`src/rtl/approx_seq_mult.sv`:
```
// Iterative shift-add unsigned multiplier, one partial product per cycle, with a
// per-transaction option to run the low accumulator positions on approximate adder cells.
module approx_seq_mult #(
  parameter int WIDTH       = 8,
  parameter int APPROX_BITS = 2
) (
  input  logic               clk,
  input  logic               rst_n,
  input  logic               in_valid,
  output logic               in_ready,
  input  logic [WIDTH-1:0]   in_a,
  input  logic [WIDTH-1:0]   in_b,
  input  logic               in_approx,
  output logic               out_valid,
  input  logic               out_ready,
  output logic [2*WIDTH-1:0] out_product,
  output logic               out_approx
);

  localparam int PW = 2 * WIDTH;
  localparam int CW = $clog2(WIDTH) + 1;

  typedef enum logic [1:0] {IDLE, BUSY, DONE} state_t;

  state_t          state;
  logic [PW-1:0]   acc;
  logic [PW-1:0]   a_sh;
  logic [WIDTH-1:0] b_sh;
  logic            mode;
  logic [CW-1:0]   cnt;
  logic [PW-1:0]   addend;
  logic [PW-1:0]   sum;

  // Ripple adder, carry-in 0, final carry dropped; low positions swap to the approx cell.
  function automatic logic [PW-1:0] step_add(input logic [PW-1:0] x,
                                             input logic [PW-1:0] y,
                                             input logic          approx);
    logic          c;
    logic [PW-1:0] s;
    c = 1'b0;
    s = '0;
    for (int i = 0; i < PW; i++) begin
      if (approx && (i < APPROX_BITS)) begin
        s[i] = (~c & (x[i] | y[i])) | (x[i] & y[i] & c);
        c    = c | (x[i] & y[i]);
      end else begin
        s[i] = x[i] ^ y[i] ^ c;
        c    = (x[i] & y[i]) | (c & (x[i] ^ y[i]));
      end
    end
    return s;
  endfunction

  // a_sh and b_sh are pre-shifted each step, so bit cnt of B is always b_sh[0].
  assign addend   = b_sh[0] ? a_sh : '0;
  assign sum      = step_add(acc, addend, mode);
  assign in_ready = (state == IDLE);

  always_ff @(posedge clk or negedge rst_n) begin
    if (!rst_n) begin
      state       <= IDLE;
      acc         <= '0;
      a_sh        <= '0;
      b_sh        <= '0;
      mode        <= 1'b0;
      cnt         <= '0;
      out_valid   <= 1'b0;
      out_product <= '0;
      out_approx  <= 1'b0;
    end else begin
      case (state)
        IDLE: begin
          out_valid <= 1'b0;
          if (in_valid) begin
            a_sh  <= {{WIDTH{1'b0}}, in_a};
            b_sh  <= in_b;
            mode  <= in_approx;
            acc   <= '0;
            cnt   <= '0;
            state <= BUSY;
          end
        end
        BUSY: begin
          acc  <= sum;
          a_sh <= a_sh << 1;
          b_sh <= b_sh >> 1;
          cnt  <= cnt + 1'b1;
          if (cnt == CW'(WIDTH - 1)) begin
            state       <= DONE;
            out_valid   <= 1'b1;
            out_product <= sum;
            out_approx  <= mode;
          end
        end
        DONE: begin
          if (out_ready) begin
            out_valid <= 1'b0;
            state     <= IDLE;
          end
        end
        default: begin
          out_valid <= 1'b0;
          state     <= IDLE;
        end
      endcase
    end
  end

endmodule
```
`config.mk`:
```
export PLATFORM = sky130hd
export DESIGN_NAME = approx_seq_mult
export DESIGN_NICKNAME = d
export VERILOG_FILES = /design/src/rtl/approx_seq_mult.sv
export SDC_FILE = /design/constraint.sdc
export NUM_CORES = 1
export LEC_CHECK = 0
export BUFFER_PORTS_ARGS = -buffer_cell sky130_fd_sc_hd__buf_2
export CAP_MARGIN = 20
export CORE_ASPECT_RATIO = 0.7
export CORE_MARGIN = 2
export CORE_UTILIZATION = 48
export CTS_BUF_LIST = sky130_fd_sc_hd__clkbuf_16
export DETAILED_ROUTE_END_ITERATION = 10
export PLACE_DENSITY = 0.73
export SYNTH_ARGS = -nofsm -noshare
export SYNTH_HDL_FRONTEND = slang
export SYNTH_SLANG_ARGS = --single-unit
```
`constraint.sdc`:
```
create_clock -name clk -period 8.98 [get_ports clk]
set_input_delay 1.347 -clock clk [delete_from_list [all_inputs] [get_ports clk]]
set_output_delay 1.347 -clock clk [all_outputs]
set_load 0.05 [all_outputs]
```
==> metrics.txt <==
most frequent cells in the layout=nand2_1 (81), dfrtp_1 (65), buf_2 (39), o21ai_1 (38), inv_1 (18); io pins=40; Final Max Slew Viols=0; Pwr Density=398 nW/um^2; post-route core utilization=57.6%; combinational family with the most area after synthesis=compound AO/OA/AOI/OAI gates; DRT Pass-1 Iters=4; switching portion of total power=42.5%; first-pass GRT wire length=10800 microns; row cnt=24; most common cell after layout, fill and taps aside=nand2_1; mux contribution to synthesized area=2.10%; PortBufs=39; DRC errors left=0; Peak VDD IR=159 uV; Synth Area in Adders=10.6%; via count=2245; largest net degree at the start of global routing=66; Post-Synth Simple-Gate Area=13.9%; Worst-Margin Slew=1.10 ns; f_max=0.144 GHz; Initial Utilization=50.1%; Seq pwr share=35.9%; Avg WL per Cell=14.6 microns; CTS max path bufs=2; final setup violating endpoints=0; routed wire length=6240 microns; Pleak=1.71 nW; Final TNS setup=0 ns; # resized after CTS=0; Final Hold Vio Count=0; routed vias/inst=5.27; CTS Hold Buffers Added=0; placed cell areas=3360 sq um; Yosys cell types=36; Syn. warnings=0; Hold Slack=0.474 ns; Hold Path Class=reg2reg; core area=6310 sq um; period utilisation layout=77.1%; CP endpoint kind=flop; # diodes=0; headroom to the max-slew limit=26.8%; CTS sink count=65; part of the power in the clock network=22.4%; CTS Buf Count=9; Area growth syn-to-layout=15.1%; initial antenna violation count=0; Root Driver=clkbuf_16; CTS tree=built; syn nets=348; logic gate share of total power=41.7%; critical path class=reg2reg; Post-Layout Cell Count=426; EDFF count, synth=0; Iter 0 DRT Violations=117; Synth Area in Compound Gates=14.9%; post-synthesis cell count=308; H-Tree Level Count=3; RSZ-0062 raised after global routing=false; clock transition at the registers of the reported paths=0.05 ns; Clock Latency Late Sink=0.32 ns; Layout Skew=0.00556 ns; remaining antenna violation count=0; full die area=7250 sq um; post-CTS setup buffer count=0; max-cap violations=0; grt total ovfl=0; Psw=0.000616 W; async set-reset flop share out of synthesis=100%; vias in the first global route=2190; Post-Syn Area=3160 sq um; mean area per synthesized cell=10.3 sq um; crit path DAT=7.13 ns; Global Route Usage Sum=19.8%; min Tclk post-route=6.93 ns; Die Wd=101 microns; status=finished clean; Post-Place Cells=411; XOR/XNOR share of the synthesized area=0.555%; FF+latch count, synth=65; Nets=384; post-synthesis sequential area ratio=51.5%; Main synth FF type=dfrtp_1; layout cells sized above 1=18.1%; Worst Path Required=9.19 ns; height of the chip=71.9 microns; crit path max fanout=17; gpl congestion=0.760; design area=3630 sq um; DP HPWL=4210 microns; internal power=0.000832 W; Startpoint Class=flop
cell usage after synthesis, drive strengths merged (2+ instances only):
master,number,area share [%]
o22ai,11,2.2
buf,17,4.1
nand2,82,10
nor2,3,0.36
a22oi,14,3.3
nor2b,3,0.67
dfrtp,65,52
fa,13,8.2
mux2,4,1.8
ha,6,2.4
nand2b,4,0.79
inv,17,2.0
xnor2,2,0.55
o21ai,46,7.3
clkbuf,2,0.24
and2,4,0.79
o21bai,2,0.48
nor3b,2,0.63
flip-flops by register name, indices dropped and copies added, names as in the netlist:
name         flops
cnt              4
out_valid        1
acc             16
mode             1
a_sh            16
out_approx       1
out_product     16
b_sh             8
state            2
power groups by stage:
stage | logic, W | clock network (W) | registers, W
after floorplan | 0.000387 | 0 | 0.000617
after global placement | 0.000590 | 0 | 0.000518
after detailed placement | 0.000611 | 0 | 0.000523
after CTS | 0.000610 | 0.000333 | 0.000520
after global routing | 0.000676 | 0.000345 | 0.000541
final | 0.000604 | 0.000325 | 0.000519
path summary, 6_finish.rpt:
check / from / to / slack, ns / cells after the start
max: b_sh[0]$_DFFE_PN0P_ / out_product[14]$_DFFE_PN0P_ / 2.05 / 21
min in group asynchronous: rst_n / acc[11]$_DFFE_PN0P_ / 1.18 / 2
max in group asynchronous: rst_n / acc[8]$_DFFE_PN0P_ / 7.24 / 2
min reg2reg: b_sh[3]$_DFFE_PN0P_ / b_sh[3]$_DFFE_PN0P_ / 0.47 / 2
max reg2reg: b_sh[0]$_DFFE_PN0P_ / out_product[14]$_DFFE_PN0P_ / 2.05 / 21
min: b_sh[3]$_DFFE_PN0P_ / b_sh[3]$_DFFE_PN0P_ / 0.47 / 2
kinds of logic (layout without fill, tap and decap cells):
logic type	after synthesis	count (layout)
XOR/XNOR	2	2
multiplexers	5	5
AO/OA/AOI/OAI	80	80
adder cells (fa/ha/maj)	19	19
buffers and inverters	36	76
flip-flops	65	65
AND/OR/NAND/NOR	101	101
worst max-delay path, cell delays in order (launching register included):
cell and delay [ns]:
dfrtp_1 0.64, and2_1 0.22, inv_1 0.05, ha_1 0.27, ha_1 0.13, nor2b_1 0.12, a211oi_1 0.06, fa_1 0.39
fa_1 0.39, fa_1 0.40, fa_1 0.40, fa_1 0.41, fa_1 0.41, fa_1 0.42, fa_1 0.40, fa_1 0.39
fa_1 0.39, fa_1 0.36, inv_1 0.08, fa_1 0.17, fa_1 0.43, mux2_4 0.27
per-layer routing:
metal	up-vias	routed length [microns]	track usage, %
met5	-	0	0
met1	1077	3190	29.8
li1	1102	-	-
met2	56	2650	27.0
met4	0	85	8.11
met3	10	315	5.56
per-stage QoR:
step           power (W)  setup WS [ns]
4_1_cts          0.00146           2.05
6_report         0.00145           2.05
3_3_place_gp     0.00111           2.17
5_1_grt          0.00156           1.68
2_1_floorplan    0.00100           2.66
3_5_place_dp     0.00113           2.09
area by class of cell:
cell class	count	area (sq um)
inverters	17	63.8
multi-input cells	207	1340
fillers	551	2670
flip-flops and latches	65	1630
well taps	78	97.6
clock buffers	9	225
repair buffers	44	233
clock inverters	6	51.3
No activity file was read; power rests on OpenSTA's default activity.
